`src/rtl/prime_scan_ctrl.sv`:
```
// Range sequencer for a combinational prime detector: steps num from lo to hi,
// one candidate per clock, and streams the primes it finds with a running count.
module prime_scan_ctrl #(
  parameter int WIDTH = 4
) (
  input  logic             clk,
  input  logic             rst_n,
  input  logic             start,
  input  logic             abort,
  input  logic [WIDTH-1:0] lo,
  input  logic [WIDTH-1:0] hi,
  output logic [WIDTH-1:0] num,
  input  logic             resultado,
  output logic             prime_valid,
  output logic [WIDTH-1:0] prime_out,
  output logic [WIDTH:0]   count,
  output logic             busy,
  output logic             done,
  output logic             err
);

  typedef enum logic [1:0] {
    IDLE = 2'd0,
    SCAN = 2'd1,
    FIN  = 2'd2
  } state_t;

  localparam logic [WIDTH-1:0] NUM_ONE = 1;
  localparam logic [WIDTH:0]   CNT_ONE = 1;

  state_t           state;
  state_t           state_nx;
  logic [WIDTH-1:0] hi_q;
  logic             range_err;
  logic             last_cand;

  assign range_err = (lo > hi);
  // The end test looks at the current candidate, so hi = all-ones never wraps num.
  assign last_cand = (num == hi_q);

  always_comb begin
    state_nx = state;
    case (state)
      IDLE:    if (start) state_nx = range_err ? FIN : SCAN;
      SCAN:    if (abort || last_cand) state_nx = FIN;
      FIN:     state_nx = IDLE;
      default: state_nx = IDLE;
    endcase
  end

  always_ff @(posedge clk or negedge rst_n) begin
    if (!rst_n) begin
      state <= IDLE;
    end else begin
      state <= state_nx;
    end
  end

  // Candidate/result stage: resultado for the candidate held in num is
  // registered here, so each strobe trails its candidate by one cycle.
  always_ff @(posedge clk or negedge rst_n) begin
    if (!rst_n) begin
      num         <= '0;
      hi_q        <= '0;
      prime_out   <= '0;
      count       <= '0;
      prime_valid <= 1'b0;
      busy        <= 1'b0;
      done        <= 1'b0;
      err         <= 1'b0;
    end else begin
      busy        <= (state_nx == SCAN);
      done        <= (state_nx == FIN);
      err         <= (state == IDLE) && start && range_err;
      prime_valid <= (state == SCAN) && resultado;
      case (state)
        IDLE: begin
          if (start) begin
            hi_q  <= hi;
            count <= '0;
            if (!range_err) num <= lo;
          end
        end
        SCAN: begin
          if (resultado) begin
            prime_out <= num;
            count     <= count + CNT_ONE;
          end
          if (!last_cand && !abort) num <= num + NUM_ONE;
        end
        default: ;
      endcase
    end
  end

endmodule

```
`config.mk`:
```
export PLATFORM = sky130hd
export DESIGN_NAME = prime_scan_ctrl
export DESIGN_NICKNAME = d
export VERILOG_FILES = /design/src/rtl/prime_scan_ctrl.sv
export SDC_FILE = /design/constraint.sdc
export NUM_CORES = 1
export LEC_CHECK = 0
export CAP_MARGIN = 10
export CORE_MARGIN = 3
export CORE_UTILIZATION = 45
export DETAILED_ROUTE_END_ITERATION = 7
export PLACE_DENSITY_LB_ADDON = 0.3
export SLEW_MARGIN = 20
export SYNTH_ARGS = -nofsm -noshare
export SYNTH_HDL_FRONTEND = slang
export SYNTH_SLANG_ARGS = --single-unit
```
`constraint.sdc`:
```
create_clock -name clk -period 1.7 [get_ports clk]
set_input_delay 0.51 -clock clk [delete_from_list [all_inputs] [get_ports clk]]
set_output_delay 0.51 -clock clk [all_outputs]
set_load 0.02 [all_outputs]
```
Yosys cells after proc, flatten, opt, wreduce, memory -nomap -nowiden
Cells that the tools add are included.
- output and inout bits: 17
- register bits after elaboration: 23
- order comparisons: 1
- reduce and logical (&&, ||, !) cells: 13
- $add $sub $neg: 2
- mux-type cells: 11
- equality and inequality tests: 8
- operator list (operator ; count):
    $mux W4 ; 3
    $mux W5 ; 2
    $pmux W5 S2 ; 1
    $pmux W4 S2 ; 1
    $mux W2 ; 3
    $ne A2 B2 Y1 const B ; 3
    $add A5 B1 Y5 const B ; 1
    $add A4 B1 Y4 const B ; 1
    $eq A2 B1 Y1 const B ; 2
    $eq A4 B4 Y1 ; 1
    $gt A4 B4 Y1 ; 1
    $logic_and A1 B1 Y1 ; 4
    $pmux W2 S2 ; 1
    $reduce_and A2 Y1 ; 2
    $reduce_and A4 Y1 ; 1
    $reduce_and A3 Y1 ; 1
    $eq A2 B2 Y1 const B ; 1
    $logic_not A1 Y1 ; 2
    $logic_not A2 Y1 ; 1
    $ne A2 B1 Y1 const B ; 1
    $reduce_bool A2 Y1 ; 1
    $logic_or A1 B1 Y1 ; 1

Logic depth before layout (Yosys ltp)
Gate-level depths: netlist (run 1).
- depth after elaboration: 5
- depth in mapped cells: 7

Least setup slack after synthesis (run 1)
No wires, ideal clock.
- path type: input to register
- from: input port hi[1]
- to: register num[3]
- data arrival time: 1826 ps
- path buffers: 0
- data required time: 1606 ps
- slack: -220 ps
- stages on the path: 7
- cells stage by stage: inv_1 -> ha_1 -> nor2b_1 -> o31ai_1 -> a21oi_2 -> and2_4 -> a221oi_2
- longest elaborated chain between the ends: 3
- RTL lines (element ; line ; source):
    from (decl) ; 11 ; input logic [WIDTH-1:0] hi,
    $gt A4 B4 Y1 ; 37 ; assign range_err = (lo > hi);
    $ne A2 B2 Y1 (no line) ; - ;
    $reduce_and A4 Y1 (no line) ; - ;
    to (signal assigned) ; 81 ; if (!range_err) num <= lo;
    to (signal assigned) ; 89 ; if (!last_cand && !abort) num <= num + NUM_ONE;
    to (decl) ; 12 ; output logic [WIDTH-1:0] num,
No other way between the ends.
A chain may end at the register's enable or synchronous reset.

Final worst setup path (run 1)
- from: input port hi[1]
- to: register state[1]
- longest elaborated chain between the ends: 4
- RTL lines (element ; line ; source):
    $gt A4 B4 Y1 ; 37 ;
    $mux W2 (2 in series) ; 44 ; IDLE: if (start) state_nx = range_err ? FIN : SCAN;
    $pmux W2 S2 ; 43 ; case (state)
    named net state_nx[1] ; 32 ; state_t state_nx;
    to (signal assigned) ; 55 ; state <= state_nx;
    to (decl) ; 31 ; state_t state;
The timed path passes the listed nets, and every way through them passes these cells.

==> impl_metrics.tcl, run 1 <==
set metrics [dict create \
    start_kind "input pin" \
    vias_per_cell 5.315 \
    clock_skews_ns 0.004724 \
    biggest_area_consumer_among_synthesized_cells "sky130_fd_sc_hd__dfrtp_1" \
    min_clock_period_post_route_ns 1.685 \
    core_area_um2 2318 \
    layout_worst_path_cycle_share_pct 99.14 \
    synth-seq-area-share_pct 50.22 \
    dr.max_layer_used "met4" \
    route.detailed.drc 0 \
    chipHeight_um 56.47 \
    fmaxAchievable_mhz 593.3 \
    critical_path_peak_fanout 3 \
    outcome "completed" \
    drt_pass1_iterations 4 \
    clock_tree.root_cell "sky130_fd_sc_hd__clkbuf_4" \
    postSynthNetCount 135 \
    vias_in_the_first_global_route 1068 \
    critical_path_class "input pin to flop" \
    place_congestion 0.8112 \
    cts_tree "yes" \
    cellLeakagePower_nw 0.8655 \
    io_count 30 \
    syn2layout_area_growth_pct 50.76 \
    grt_overflow_total 0 \
    hold-worst-slack_ns 0.4842 \
    cts_clk_pin_slew_worst_paths_ns 0.12 \
    overall_power_after_layout_mw 2.631 \
    finalSetupTns_ns 0 \
    post-synth-top-area-fraction_pct 50.22 \
    x_dimension_of_the_die_um 56.47 \
    die_area_um2 3188 \
    power_per_cell_area_nw_per_um2 1523 \
    cts_max_level 1 \
    layout_common_cells "sky130_fd_sc_hd__dfrtp_1, sky130_fd_sc_hd__buf_4, sky130_fd_sc_hd__nand2_1" \
    yosys-top-cells-area "sky130_fd_sc_hd__dfrtp_1, sky130_fd_sc_hd__ha_1, sky130_fd_sc_hd__nand2_1, sky130_fd_sc_hd__inv_1, sky130_fd_sc_hd__o21ai_0" \
    grt_first_pass_wirelength_mm 4.823 \
    postLayoutCellArea_um2 1728 \
    max_stage_delay_ns 0.37 \
    final_layout_size_suffix_gt1_share_pct 30.18 \
    synth.distinct_cells 32 \
    finalHoldViolations 0 \
    finalWorstSetupSlack_ns 0.01457 \
    initial_cell_density_of_the_core_pct 49.43 \
    cp_cell_sequence "buf_8 -> inv_12 -> ha_4 -> nor2b_4 -> o31ai_4 -> inv_1 -> o21ai_1 -> buf_4 -> o22ai_1" \
    grt_start_max_net_pins 24 \
    worst-endpoint-arrival_ns 1.86 \
    synthesis.area_per_instance_um2 9.880 \
    initialDrtViolationCount 33 \
    route.met3.wl_um 157 \
    num_vias 1047 \
    cts-hold-fix-buffers 0 \
    slew_headroom_pct 74.65 \
    insertion_delay_ns 0.30 \
    antennaDiodeCount 0 \
    tritoncts_num_sinks 23 \
    worst_setup_slack_before_clock_tree_synthesis_ns -0.8146 \
    rsz_0062_raised_after_global_routing "yes" \
    clockBufferDepth 2 \
    ys_warn_count 0 \
    layout.cells.non_filler 197 \
    final_max_slew_viol_count 0 \
    drt-wirelength-per-cell_um 14.74 \
    grt_use_total_pct 18.96 \
    tritoncts.num_buffers 3 \
    nNetsFinal 189 \
    post_placement_cell_area_um2 1639 \
    postSynthCellCount 116 \
    detailroute.wirelength.met2_mm 1.538 \
    layout_commonest_cell "sky130_fd_sc_hd__dfrtp_1" \
    placement.io_buffers 29 \
    post_route_antenna_net_violation_count 0 \
    synth-seq-cells 23 \
    dp.cells 188 \
    final_number_of_setup_violating_endpoints 0 \
    synth_area_um2 1146 \
    critPathSlowestCell "sky130_fd_sc_hd__o31ai_4" \
    wl_mm 2.903 \
    met1_length_mm 1.145 \
    placement_rows 17 \
    critical_path.endpoint_type "flop" \
    worst-endpoint-required_ns 1.88 \
    hpwlAfterDp_mm 2.153 \
    worst_ir_drop_vdd_mv 1.020 \
    grt_antenna_before_repair 0 \
    maxCapViolations 0 \
    worst_path_dominant_cell_family "compound AO/OA/AOI/OAI gates" \
    worstMarginPinSlew_ns 0.3802 \
    util_after_layout_pct 74.53 \
    worstHoldPathType "input pin to flop" \
    timing.critical_path.buf_inv 4 \
]
## per-layer routing
metal  track usage (%)  up-vias
li1                  -      505
met1             23.32      497
met2             32.34       39
met3             3.678        6
met4             7.458        0
met5                 0        -
## logic make-up after synthesis
logic type | count (synthesis) | share of synthesized area, %
compound gates | 23 | 14.08
xor+xnor | 7 | 5.349
fa+ha+maj | 6 | 6.550
buf+inv | 11 | 3.603
flops | 23 | 50.22
mux | 1 | 0.8734
simple gates | 45 | 19.32
## final cells by class
class | instances | area, um^2
multi-input combinational | 82 | 634.4
fill | 179 | 590.6
sequential | 23 | 575.6
inverter | 10 | 50.05
clock buffer | 4 | 26.28
timing repair buffer | 50 | 406.6
tap | 28 | 35.03
## synthesized netlist by cell type
cell,number
sky130_fd_sc_hd__nand3b_1,1
sky130_fd_sc_hd__and2_4,1
sky130_fd_sc_hd__dfrtp_1,23
sky130_fd_sc_hd__nor2b_1,1
sky130_fd_sc_hd__xnor2_1,4
sky130_fd_sc_hd__mux2i_1,1
sky130_fd_sc_hd__o31ai_1,1
sky130_fd_sc_hd__clkbuf_1,1
sky130_fd_sc_hd__a41oi_2,1
sky130_fd_sc_hd__nand2_1,19
sky130_fd_sc_hd__o21a_1,2
sky130_fd_sc_hd__nor3b_1,2
sky130_fd_sc_hd__a22o_1,1
sky130_fd_sc_hd__nand2_2,1
sky130_fd_sc_hd__a21oi_2,1
sky130_fd_sc_hd__o21ai_0,7
sky130_fd_sc_hd__nand2b_1,1
sky130_fd_sc_hd__nand4_1,4
sky130_fd_sc_hd__o32ai_1,1
sky130_fd_sc_hd__nand3_1,2
sky130_fd_sc_hd__nor2_1,9
sky130_fd_sc_hd__and2b_1,1
sky130_fd_sc_hd__inv_1,10
sky130_fd_sc_hd__nor2_2,2
sky130_fd_sc_hd__ha_1,6
sky130_fd_sc_hd__a211oi_1,1
sky130_fd_sc_hd__xor2_1,3
sky130_fd_sc_hd__o21ai_1,2
sky130_fd_sc_hd__o22ai_1,3
sky130_fd_sc_hd__a21oi_1,2
sky130_fd_sc_hd__or3b_4,1
sky130_fd_sc_hd__a221oi_2,1
## report_power, final
| group | total (mW) | internal, mW | switching (mW) |
|---|---|---|---|
| Sequential | 0.930 | 0.763 | 0.167 |
| Combinational | 1.46 | 0.675 | 0.783 |
| Clock | 0.243 | 0.0912 | 0.152 |
## state kept, by name, summed over array words and instances, names as in the netlist
register	flops
done	1
err	1
hi_q	4
prime_out	4
prime_valid	1
state	2
count	5
num	4
busy	1
## path summary, 6_finish.rpt
check	from	endpoint	slack, ns	depth (start not counted)
setup / recovery	hi[1]	state[1]$_DFF_PN0_	0.01	9
max in group asynchronous	rst_n	count[2]$_DFFE_PN0P_	0.93	2
hold reg to reg	prime_out[3]$_DFFE_PN0P_	prime_out[3]$_DFFE_PN0P_	0.49	2
hold / removal	hi[1]	hi_q[1]$_DFFE_PN0P_	0.48	3
min in group asynchronous	rst_n	num[2]$_DFFE_PN0P_	0.54	2
setup reg to reg	state[0]$_DFF_PN0_	num[3]$_DFFE_PN0P_	0.09	5
## worst reg2reg max path: stages (launching register included)
cell and delay, ns:
sky130_fd_sc_hd__dfrtp_1 0.41, sky130_fd_sc_hd__or3b_4 0.45, sky130_fd_sc_hd__nor2_4 0.19, sky130_fd_sc_hd__a21oi_4 0.06
sky130_fd_sc_hd__and2_4 0.18, sky130_fd_sc_hd__a221oi_2 0.25
## timing repair
item / in CTS / in global routing
setup endpoints to repair: 26 / 7
pin swaps: 13 / 7
buffers inserted: 3 / 2
gates resized for setup: 51 / 14
Note: power is estimated with default switching activity, not from simulation.
==> inputs of run 2 (changes only) <==
--- a/config.mk
+++ b/config.mk
@@ -5,7 +5,6 @@
 export SDC_FILE = /design/constraint.sdc
 export NUM_CORES = 1
 export LEC_CHECK = 0
-export CAP_MARGIN = 10
 export CORE_MARGIN = 3
 export CORE_UTILIZATION = 45
 export DETAILED_ROUTE_END_ITERATION = 7
==> results of run 2 <==
Final layout, timing and power as in run 1 (identical DEF).
==> inputs of run 3 (changes only) <==
--- a/config.mk
+++ b/config.mk
@@ -8,8 +8,11 @@
 export CORE_MARGIN = 3
 export CORE_UTILIZATION = 45
 export DETAILED_ROUTE_END_ITERATION = 7
+export DONT_BUFFER_PORTS = 1
 export PLACE_DENSITY_LB_ADDON = 0.3
+export SKIP_CTS_REPAIR_TIMING = 1
 export SLEW_MARGIN = 20
 export SYNTH_ARGS = -nofsm -noshare
 export SYNTH_HDL_FRONTEND = slang
 export SYNTH_SLANG_ARGS = --single-unit
+export TNS_END_PERCENT = 1
==> run 3 against run 2 <==
Die area unchanged. Clock skew is 0.0055 ns higher. Global-route usage down 3.2 points. Critical path type is now flop to flop. Largest power group is now sequential cells.
==> impl_metrics.tcl, run 3 (synthesis gave the netlist of run 1 again) <==
set metrics [dict create \
    outcome "completed" \
    r2r_start "state[1]$_DFF_PN0_" \
    grt_use_total_pct 15.80 \
    io_count 30 \
    initialDrtViolationCount 15 \
    placement_rows 17 \
    layout_commonest_cell "sky130_fd_sc_hd__dfrtp_1" \
    route.detailed.drc 0 \
    cellLeakagePower_nw 0.6553 \
    grt_first_pass_wirelength_mm 3.912 \
    util_after_layout_pct 58.88 \
    insertion_delay_ns 0.31 \
    vias_per_cell 5.348 \
    clockBufferDepth 2 \
    layout_worst_path_cycle_share_pct 94.40 \
    worstSetupEndpoint "num[3]$_DFFE_PN0P_" \
    regMostFlops "count" \
    rsz_0062_raised_after_global_routing "no" \
    fmaxAchievable_mhz 623.2 \
    critical_path_peak_fanout 7 \
    worstHoldPathType "input pin to flop" \
    nNetsFinal 150 \
    final_number_of_setup_violating_endpoints 0 \
    die_area_um2 3188 \
    layout_common_cells "sky130_fd_sc_hd__dfrtp_1, sky130_fd_sc_hd__nand2_1, sky130_fd_sc_hd__inv_1, sky130_fd_sc_hd__nor2_1, sky130_fd_sc_hd__buf_4" \
    finalSetupTns_ns 0 \
    chipHeight_um 56.47 \
    power_per_cell_area_nw_per_um2 1687 \
    start_kind "flop" \
    finalHoldViolations 0 \
    core_area_um2 2318 \
    antennaDiodeCount 0 \
    wl_mm 2.349 \
    slew_headroom_pct 66.27 \
    drt-wirelength-per-cell_um 14.87 \
    grt_start_max_net_pins 24 \
    rrSetupSlack_ns 0.1 \
    clock_skews_ns 0.01021 \
    finalWorstSetupSlack_ns 0.09527 \
    initial_cell_density_of_the_core_pct 49.43 \
    rr_endpoint "num[3]$_DFFE_PN0P_" \
    tritoncts.num_buffers 3 \
    largest_reg_flops 5 \
    tritoncts_num_sinks 23 \
    drt_pass1_iterations 4 \
    x_dimension_of_the_die_um 56.47 \
    worst_ir_drop_vdd_mv 1.174 \
    clock_tree.root_cell "sky130_fd_sc_hd__clkbuf_4" \
    cts_clk_pin_slew_worst_paths_ns 0.13 \
    worstMarginPinSlew_ns 0.5048 \
    hpwlAfterDp_mm 1.837 \
    min_clock_period_post_route_ns 1.605 \
    worst-endpoint-arrival_ns 1.84 \
    hold_path.startpoint "hi[0]" \
    maxCapViolations 0 \
    vias_in_the_first_global_route 845 \
    final_layout_size_suffix_gt1_share_pct 21.54 \
    grt_antenna_before_repair 0 \
    placement.io_buffers 0 \
    startpoint "state[1]$_DFF_PN0_" \
    critical_path_class "flop to flop" \
    worst_reg2reg_path_depth 5 \
    syn2layout_area_growth_pct 19.10 \
    final_max_slew_viol_count 0 \
    place_congestion 0.7749 \
    worst_setup_slack_before_clock_tree_synthesis_ns -0.1567 \
    worst-endpoint-required_ns 1.93 \
    grt_overflow_total 0 \
    critical_path.endpoint_type "flop" \
    cts_max_level 1 \
    post_route_antenna_net_violation_count 0 \
    cts_tree "yes" \
    num_vias 845 \
]
==> run 3: changes by cell type in the layout (fill, tap and decap cells not counted), sizes merged <==
| cell | previous run | this run |
|---|---|---|
| clkdlybuf4s50 | 3 | 0 |
| dlygate4sd3 | 0 | 1 |
| clkdlybuf4s15 | 1 | 0 |
| dlygate4sd2 | 18 | 0 |
| clkinv | 0 | 1 |
| clkbuf | 5 | 3 |
| buf | 27 | 10 |
==> run 3: through the flow <==
| stage | hold WS [ns] | area [um^2] | total power, mW | instances |
|---|---|---|---|---|
| 2_1_floorplan | 0.2144 | 1197 | 1.736 | 116 |
| 3_3_place_gp | 0.2151 | 1296 | 2.012 | 152 |
| 3_5_place_dp | 0.2150 | 1296 | 2.040 | 152 |
| 4_1_cts | -0.1434 | 1324 | 2.289 | 156 |
| 5_1_grt | 0.2809 | 1365 | 2.498 | 158 |
| 6_report | 0.3025 | 1365 | 2.303 | 158 |
==> run 3: per-layer routing <==
layer / track usage (%) / wire length [um] / vias to the layer above
li1: - / - / 425
met1: 20.87 / 1058 / 389
met2: 23.76 / 1108 / 27
met3: 5.977 / 162 / 4
met4: 5.085 / 19 / 0
met5: 0 / 0 / -
==> run 3: layout make-up <==
class                   count  area, um^2
clock buffers               3       22.52
clock inverters             1       5.005
fillers                   200       953.4
inverters                  10       50.05
multi-input cells          82       578.1
flip-flops and latches     23       576.8
well taps                  28       35.03
repair buffers             11       97.59
==> run 3: worst min path at each step <==
stage / depth (start not counted) / slack (ns) / end
after global routing: 2 / 0.28 / hi_q[0]$_DFFE_PN0P_
after floorplan: 0 / 0.21 / busy$_DFF_PN0_
after global placement: 0 / 0.22 / busy$_DFF_PN0_
final: 2 / 0.30 / hi_q[0]$_DFFE_PN0P_
after CTS: 0 / -0.14 / prime_out[1]$_DFFE_PN0P_
after detailed placement: 0 / 0.22 / prime_out[1]$_DFFE_PN0P_
==> run 3: critical path, cell delays in order, from the launching register on <==
cell and delay [ns]:
sky130_fd_sc_hd__dfrtp_2 0.45, sky130_fd_sc_hd__or3b_4 0.42, sky130_fd_sc_hd__nor2_4 0.15, sky130_fd_sc_hd__a21oi_2 0.08, sky130_fd_sc_hd__and2_4 0.20, sky130_fd_sc_hd__a221oi_2 0.23
==> run 3: report_power, final <==
part           total [mW]  leakage [nW]  switching, mW  internal (mW)
Clock               0.248        0.0177          0.160         0.0880
Combinational       0.995         0.348          0.558          0.437
Sequential           1.06         0.290          0.294          0.765
Total                2.30         0.655           1.01           1.29
